`config.mk`:
```
export PLATFORM = sky130hd
export DESIGN_NAME = pwm_deserializer
export DESIGN_NICKNAME = d
export VERILOG_FILES = /design/src/rtl/pwm_pkg.sv /design/src/rtl/pwm_in_sync.sv /design/src/rtl/pwm_deserializer.sv
export SDC_FILE = /design/constraint.sdc
export NUM_CORES = 1
export LEC_CHECK = 0
export CORE_ASPECT_RATIO = 1.25
export CORE_MARGIN = 2
export CORE_UTILIZATION = 55
export CTS_CLUSTER_SIZE = 40
export DETAILED_ROUTE_END_ITERATION = 12
export PLACE_DENSITY = 0.81
export SLEW_MARGIN = 20
export SYNTH_ARGS = -nofsm -noshare
export SYNTH_HDL_FRONTEND = slang
export SYNTH_SLANG_ARGS = --single-unit
```
`constraint.sdc`:
```
create_clock -name clk -period 5.2 [get_ports clk]
set_input_delay 1.56 -clock clk [delete_from_list [all_inputs] [get_ports clk]]
set_output_delay 1.56 -clock clk [all_outputs]
set_load 0.05 [all_outputs]
```
`src/rtl/pwm_pkg.sv`:
```
// Shared constants and types for the servo PWM generator / deserializer pair.
// Default window/timeout values assume the production 50 MHz clock and 50 Hz pulse rate.
package pwm_pkg;

   localparam int SYS_FREQ_DEF   = 50000000;
   localparam int PULSE_FREQ_DEF = 50;
   localparam int PULSE_WINDOW   = SYS_FREQ_DEF / PULSE_FREQ_DEF;
   localparam int TIMEOUT        = 2 * PULSE_WINDOW;

   localparam int DUTY_PENDOWN = 200000;
   localparam int DUTY_PENUP   = 50000;

   typedef enum logic [1:0] {IDLE, HIGH, LOW} pwm_state_e;

   function automatic int timeout_cycles(input int sys_freq, input int pulse_freq);
      return 2 * (sys_freq / pulse_freq);
   endfunction

endpackage

```
`src/rtl/pwm_in_sync.sv`:
```
// Synchronizes the asynchronous PWM pin and derives level/rise/fall strobes.
// Define PWM_GLITCH_FILTER_EN to require FILTER_LEN steady samples before the level changes.
module pwm_in_sync #(
   parameter int SYNC_STAGES = 2
) (
   input  logic clk,
   input  logic reset,
   input  logic pwm_in,
   output logic s,
   output logic rise,
   output logic fall
);
   import pwm_pkg::*;

   logic [SYNC_STAGES-1:0] sync_q;
   logic                   lvl;
   logic                   s_prev_q;

   always_ff @(posedge clk) begin
      if (reset) sync_q <= '0;
      else       sync_q <= {sync_q[SYNC_STAGES-2:0], pwm_in};
   end

`ifdef PWM_GLITCH_FILTER_EN
   localparam int FILTER_LEN = 4;
   localparam int RUN_W      = $clog2(FILTER_LEN);

   logic             filt_q;
   logic [RUN_W-1:0] run_q;

   // run_q counts consecutive samples disagreeing with the filtered level
   always_ff @(posedge clk) begin
      if (reset) begin
         filt_q <= 1'b0;
         run_q  <= '0;
      end else if (sync_q[SYNC_STAGES-1] != filt_q) begin
         if (run_q == RUN_W'(FILTER_LEN - 1)) begin
            filt_q <= sync_q[SYNC_STAGES-1];
            run_q  <= '0;
         end else begin
            run_q <= run_q + 1'b1;
         end
      end else begin
         run_q <= '0;
      end
   end

   assign lvl = filt_q;
`else
   assign lvl = sync_q[SYNC_STAGES-1];
`endif

   always_ff @(posedge clk) begin
      if (reset) s_prev_q <= 1'b0;
      else       s_prev_q <= lvl;
   end

   assign s    = lvl;
   assign rise = lvl & ~s_prev_q;
   assign fall = ~lvl & s_prev_q;

endmodule

```
`src/rtl/pwm_deserializer.sv`:
```
// Measures high time and rise-to-rise period of an incoming PWM and decodes the pen state.
// Optional input glitch filter: PWM_GLITCH_FILTER_EN (implemented in pwm_in_sync).
module pwm_deserializer #(
   parameter int SYS_FREQ    = 50000000,
   parameter int PULSE_FREQ  = 50,
   parameter int THRESHOLD   = 125000,
   parameter int CNT_BITS    = 21,
   parameter int SYNC_STAGES = 2
) (
   input  logic                clk,
   input  logic                reset,
   input  logic                pwm_in,
   output logic [CNT_BITS-1:0] high_cycles,
   output logic [CNT_BITS-1:0] period_cycles,
   output logic                meas_valid,
   output logic                timeout,
   output logic [31:0]         regOut
);
   import pwm_pkg::*;

   localparam logic [CNT_BITS-1:0] TMO = CNT_BITS'(timeout_cycles(SYS_FREQ, PULSE_FREQ));
   localparam logic [CNT_BITS-1:0] THR = CNT_BITS'(THRESHOLD);

   logic s, rise, fall;

   pwm_in_sync #(.SYNC_STAGES(SYNC_STAGES)) u_sync (
      .clk    (clk),
      .reset  (reset),
      .pwm_in (pwm_in),
      .s      (s),
      .rise   (rise),
      .fall   (fall)
   );

   pwm_state_e          state_q, state_d;
   logic [CNT_BITS-1:0] period_q, period_d, high_q, high_d;
   logic [CNT_BITS-1:0] high_cyc_q, high_cyc_d, period_cyc_q, period_cyc_d;
   logic                valid_q, valid_d, tmo_q, tmo_d;
   logic [31:0]         reg_q, reg_d;
   logic                tmo_hit;

   // A period that has run to TIMEOUT abandons the measurement, even on a coincident rise
   assign tmo_hit = (state_q != IDLE) && (period_q == TMO);

   always_ff @(posedge clk) begin
      if (reset) begin
         state_q      <= IDLE;
         period_q     <= '0;
         high_q       <= '0;
         high_cyc_q   <= '0;
         period_cyc_q <= '0;
         valid_q      <= 1'b0;
         tmo_q        <= 1'b0;
         reg_q        <= 32'd1;
      end else begin
         state_q      <= state_d;
         period_q     <= period_d;
         high_q       <= high_d;
         high_cyc_q   <= high_cyc_d;
         period_cyc_q <= period_cyc_d;
         valid_q      <= valid_d;
         tmo_q        <= tmo_d;
         reg_q        <= reg_d;
      end
   end

   always_comb begin
      state_d = state_q;
      case (state_q)
         IDLE:    if (rise) state_d = HIGH;
         HIGH:    if (tmo_hit) state_d = IDLE; else if (fall) state_d = LOW;
         LOW:     if (tmo_hit) state_d = IDLE; else if (rise) state_d = HIGH;
         default: state_d = IDLE;
      endcase
   end

   always_comb begin
      period_d     = period_q;
      high_d       = high_q;
      high_cyc_d   = high_cyc_q;
      period_cyc_d = period_cyc_q;
      valid_d      = 1'b0;
      tmo_d        = tmo_q;
      reg_d        = reg_q;
      case (state_q)
         IDLE: begin
            if (rise) begin
               period_d = CNT_BITS'(1);
               high_d   = CNT_BITS'(1);
            end
         end
         HIGH: begin
            if (tmo_hit) begin
               tmo_d = 1'b1;
            end else begin
               // s drops on the fall cycle, so that cycle counts toward the period only
               period_d = (period_q < TMO) ? period_q + 1'b1 : period_q;
               high_d   = (high_q < TMO) ? high_q + CNT_BITS'(s) : high_q;
            end
         end
         LOW: begin
            if (tmo_hit) begin
               tmo_d = 1'b1;
            end else if (rise) begin
               high_cyc_d   = high_q;
               period_cyc_d = period_q;
               reg_d        = (high_q >= THR) ? 32'd0 : 32'd1;
               valid_d      = 1'b1;
               tmo_d        = 1'b0;
               period_d     = CNT_BITS'(1);
               high_d       = CNT_BITS'(1);
            end else begin
               period_d = (period_q < TMO) ? period_q + 1'b1 : period_q;
            end
         end
         default: ;
      endcase
   end

   assign high_cycles   = high_cyc_q;
   assign period_cycles = period_cyc_q;
   assign meas_valid    = valid_q;
   assign timeout       = tmo_q;
   assign regOut        = reg_q;

endmodule

```
Word level (Yosys, flattened, before mapping)
Cells that the tools add are included.
{"block": "word_totals", "word_cells": 63, "reg_bits": 123, "input_bits": 3, "out_inout_bits": 76}
{"block": "classes", "n_bitwise": 6, "n_lt_le_gt_ge": 3, "mux": 22, "add_sub_neg": 2, "reduce_logical": 10, "n_eq_ne": 10}
{"operator": "$mux W21", "n": 9}
{"operator": "$pmux W21 S3", "n": 2}
{"operator": "$lt A21 B21 Y1 const B", "n": 2}
{"operator": "$add A21 B1 Y21", "n": 1}
{"operator": "$add A21 B1 Y21 const B", "n": 1}
{"operator": "$eq A21 B21 Y1 const B", "n": 1}
{"operator": "$ge A21 B17 Y1 const B", "n": 1}
{"operator": "$ne A2 B2 Y1 const B", "n": 5}
{"operator": "$mux W2", "n": 4}
{"operator": "$reduce_and A4 Y1", "n": 2}
{"operator": "$ne A3 B3 Y1 const B", "n": 2}
{"operator": "$pmux W2 S3", "n": 1}
{"operator": "$reduce_and A3 Y1", "n": 2}
{"operator": "$mux W1", "n": 5}
{"operator": "$not A1 Y1", "n": 4}
{"operator": "$reduce_bool A2 Y1", "n": 2}
{"operator": "$reduce_bool A3 Y1", "n": 1}
{"operator": "$reduce_or A3 Y1", "n": 1}
{"operator": "$and A1 B1 Y1", "n": 2}
{"operator": "$eq A2 B1 Y1 const B", "n": 1}
{"operator": "$eq A2 B2 Y1 const B", "n": 1}
{"operator": "$logic_not A2 Y1", "n": 1}
{"operator": "$pmux W1 S2", "n": 1}
{"operator": "$logic_and A1 B1 Y1", "n": 1}

Logic depth before layout (Yosys ltp)
{"block": "logic_depth", "word_depth": 5, "mapped_depth": 10}

Cells and area by module
Synthesis repeated with hierarchy kept, for this count alone.
{"block": "hier_totals", "cells_unflattened": 571, "hier_area_um2": 4584.4}
{"mod": "pwm_deserializer", "n_inst": 1, "area_per_inst_um2": 4493.1, "cells_per_inst": 563}
{"mod": "pwm_in_sync", "n_inst": 1, "area_per_inst_um2": 91.3, "cells_per_inst": 8}

Worst setup path before layout
No wires, ideal clock.
{"block": "synth_timing", "kind": "reg2reg", "start": "register state_q[0]", "end": "register high_q[11]", "synth_period_minus_slack_ps": 2570, "path_buffers": 1, "arrival_ps": 2511, "required_time_ps": 5141, "stages_incl_launch_ff": 10, "path_slack_ps": 2630, "cell_sequence": "dfxtp_1 -> inv_1 -> ha_1 -> or4b_4 -> nor3_4 -> a31oi_4 -> a31o_1 -> buf_6 -> or4_1 -> nand2_1"}
{"block": "synth_via", "elab_chain_cells": 4}
{"item": "start: declaration", "line": "pwm_deserializer.sv:35", "source": "pwm_state_e state_q, state_d;"}
{"item": "start signal: assignment", "line": "pwm_deserializer.sv:56", "source": "state_q <= state_d;"}
{"item": "$reduce_bool A2 Y1", "line": "pwm_deserializer.sv:43", "source": "assign tmo_hit = (state_q != IDLE) && (period_q == TMO);"}
{"item": "$logic_and A1 B1 Y1", "line": "pwm_deserializer.sv:43"}
{"item": "$ne A2 B2 Y1 (no line)"}
{"item": "$reduce_and A4 Y1 (no line)"}
{"item": "end signal: assignment", "line": "pwm_deserializer.sv:58", "source": "high_q <= high_d;"}
{"item": "end: declaration", "line": "pwm_deserializer.sv:36", "source": "logic [CNT_BITS-1:0] period_q, period_d, high_q, high_d;"}
Parallel ways exist; a longest one is shown, timed or not.
A chain may end at the register's enable or synchronous reset.

Final worst setup path
{"block": "layout_timing", "start": "register tmo_q, in the netlist timeout", "end": "output timeout"}
{"item": "start: declaration", "line": "pwm_deserializer.sv:38", "source": "logic valid_q, valid_d, tmo_q, tmo_d;"}
{"item": "start signal: assignment", "line": "pwm_deserializer.sv:62", "source": "tmo_q <= tmo_d;"}
{"item": "end: declaration", "line": "pwm_deserializer.sv:16", "source": "output logic timeout,"}
No word-level cell between the ends.

==> impl_metrics.env <==
export IMPL_final_setup_tns_ps=0
export IMPL_grt_pass1_wl_um=16800
export IMPL_ys_types=52
export IMPL_hold_path_depth=1
export IMPL_end_kind="output pin"
export IMPL_grt_pass1_vias=3708
export IMPL_timing_final_max_slew_violations=0
export IMPL_syn_inst=551
export IMPL_cts_tree="done"
export IMPL_drt_total_wl_um=9930
export IMPL_status="finished, final reports clean"
export IMPL_reg2reg_slack_ps=2130
export IMPL_cts_path_max_buffers=2
export IMPL_antenna_found_initial=0
export IMPL_path_cells="clkdlybuf4s50_1"
export IMPL_cp_depth=1
export IMPL_multiInputGateArea_mm2=0.00228
export IMPL_pre_cts_ws_ps=2170
export IMPL_root_buffer="clkbuf_8"
export IMPL_grt_usage_pct=22.8
export IMPL_post_synth_top_count_cell="nand2_1"
export IMPL_hold_viol=0
export IMPL_min_from="u_sync.sync_q[0]"
export IMPL_synthXorXnorAreaFrac_pct=3.17
export IMPL_synth_flop_cell="dfxtp_1"
export IMPL_fill_cells=680
export IMPL_max_stage_delay_ps=820
export IMPL_dieHeight_um=104
export IMPL_hold_buffers=0
export IMPL_core_area_mm2=0.00779
export IMPL_path_clk_slew_ps=100
export IMPL_arrival_ps=1560
export IMPL_synthTopCellsByArea="dfxtp_1 (42%), nand2_1 (8.6%), a21oi_1 (7.2%)"
export IMPL_grt_max_degree=34
export IMPL_cpMaxStageDelayCell="clkdlybuf4s50_1"
export IMPL_gr_total_overflow=0
export IMPL_crit_fanout=2
export IMPL_dr_total_vias=3956
export IMPL_setup_worst_path_class="flop to output pin"
export IMPL_synth_mux_area_share_pct=0.226
export IMPL_async_flop_share_pct=0
export IMPL_synth_top_area_cell="dfxtp_1"
export IMPL_final_util_pct=64.3
export IMPL_finalCriticalPeriod_ps=3120
export IMPL_r2r_cells=9
export IMPL_worst_slack_ps=2080
export IMPL_hold_slack_ps=455
export IMPL_yosys_area_share_simple_pct=27.0
export IMPL_drtIter0Drc=174
export IMPL_regArea_mm2=0.00184
export IMPL_rows=36
export IMPL_synthTopCellsByCount="nand2_1 (101), dfxtp_1 (92), a21oi_1 (64)"
export IMPL_yosys_warnings=0
export IMPL_drtPass1Iterations=5
export IMPL_finalSetupViolations=0
export IMPL_dp_hpwl_um=6900
export IMPL_numCtsBuffers=9
export IMPL_ir_drop_v=0.000153
export IMPL_layout_area_overhead_vs_synth_pct=13.2
export IMPL_postCtsSetupBuffers=0
export IMPL_timing_rr_start="state_q[1]"
export IMPL_postPlaceCellArea_mm2=0.00481
export IMPL_whs_endpoint="u_sync.sync_q[1]"
export IMPL_gp_congestion=0.908
export IMPL_io_pins=79
export IMPL_synth_seq_cells=92
export IMPL_tightestPinTransition_ps=901
export IMPL_die_area_mm2=0.00879
export IMPL_antenna_cells=0
export IMPL_synth_top_area_share_pct=41.6
export IMPL_synth_yosys_seq_area_share_pct=41.6
export IMPL_drive_gt1_share_pct=6.27
export IMPL_fin_worst_skew_ps=9.32
export IMPL_ant_nets=0
export IMPL_power_density_mw_per_mm2=262
export IMPL_port_buffers=47
export IMPL_cts_resized=0
export IMPL_syn_area_mm2=0.00443
export IMPL_die_w_um=84.2
export IMPL_fmax_mhz=321
export IMPL_h_tree_depth=3
export IMPL_initial_core_util_pct=56.8
export IMPL_fin_crit_sh_pct=59.9
export IMPL_maxCapViolCount=0
export IMPL_vias_per_cell=5.78
export IMPL_r2r_end="period_cycles[1]"
export IMPL_synth_edf_count=0
export IMPL_synth_top_family_by_area="simple AND/OR/NAND/NOR gates"
export IMPL_rsz0062_at_grt="false"
export IMPL_avgRoutedWirePerCell_um=14.5
export IMPL_worstPathRequired_ps=3640
export IMPL_cp_start_kind="flop"
export IMPL_p_leak_nw=1.68
export IMPL_holdCritPathClass="flop to flop"
export IMPL_synth_area_per_cell_um2=8.03
export IMPL_path_buf_inv=1
export IMPL_critPathTopFamily="buffers and inverters"
export IMPL_drc=0
export IMPL_clock_latency_ps=360
export IMPL_final_area_mm2=0.00501
export IMPL_synth_compound_area_share_pct=16.1
export IMPL_cts_sinks=92
export IMPL_relSlewSlack_pct=39.9
export IMPL_fin_nets=596
export IMPL_synthAdderAreaFrac_pct=2.26
cell families after synthesis:
kind of cell             Yosys count
flip-flops                        92
other                              1
XOR/XNOR                          16
AO/OA/AOI/OAI                    118
multiplexers                       1
buffers and inverters             75
adder cells (fa/ha/maj)            8
AND/OR/NAND/NOR                  240
report_power, final:
part	leakage (nW)	internal [mW]	switching, mW
clock	0.101	0.229	0.270
combinational	0.842	0.0146	0.0879
sequential	0.742	0.707	0.00391
flip-flops by register name, summed over array words and instances, names as in the netlist:
| name | flops |
|---|---|
| high_cycles | 21 |
| high_q | 21 |
| meas_valid | 1 |
| period_cycles | 21 |
| period_q | 21 |
| regOut | 1 |
| state_q | 2 |
| timeout | 1 |
| u_sync.s_prev_q | 1 |
| u_sync.sync_q | 2 |
through the flow:
step,cells,power (mW)
CTS,685,1.32
global route,685,1.36
finish,685,1.31
detailed placement,669,0.829
floorplan,581,0.836
global placement,669,0.827
cells in the final DEF, fill, tap and decap left out, drive strengths merged, types with 10 or more instances in the layout:
cell / synthesis / final
nand2: 101 / 101
dfxtp: 92 / 92
a21oi: 65 / 65
clkdlybuf4s50: 0 / 46
nor2: 33 / 33
conb: 1 / 31
nand4: 23 / 23
nand3: 22 / 22
inv: 16 / 19
o21ai: 15 / 15
or3: 11 / 11
xor2: 11 / 11
and3: 10 / 10
per-layer routing:
| layer | vias to the layer above | share of wire, % | global-route usage [%] |
|---|---|---|---|
| met5 | - | 0 | 0 |
| met4 | 0 | 2.9 | 11.1 |
| met3 | 26 | 3.7 | 2.94 |
| met2 | 108 | 53 | 40.4 |
| met1 | 1876 | 40 | 26.7 |
| li1 | 1946 | - | - |
cell type report:
| class | count | area share, % |
|---|---|---|
| sequential | 92 | 36.8 |
| multi-input combinational | 414 | 45.5 |
| inverter | 16 | 1.20 |
| tap | 95 | 2.37 |
| timing repair buffer | 52 | 10.0 |
| clock buffer | 9 | 2.47 |
| clock inverter | 7 | 1.62 |
worst max-delay path by stage:
stage	slack (ps)	start	end
2_1_floorplan	2630	state_q[0]	high_q[11]
3_3_place_gp	2220	reset	high_q[11]
3_5_place_dp	2170	state_q[1]	period_cycles[1]
4_1_cts	2070	timeout	timeout
5_1_grt	1820	state_q[0]	high_cycles[12]
6_report	2080	timeout	timeout
No activity file was read; power rests on OpenSTA's default activity.
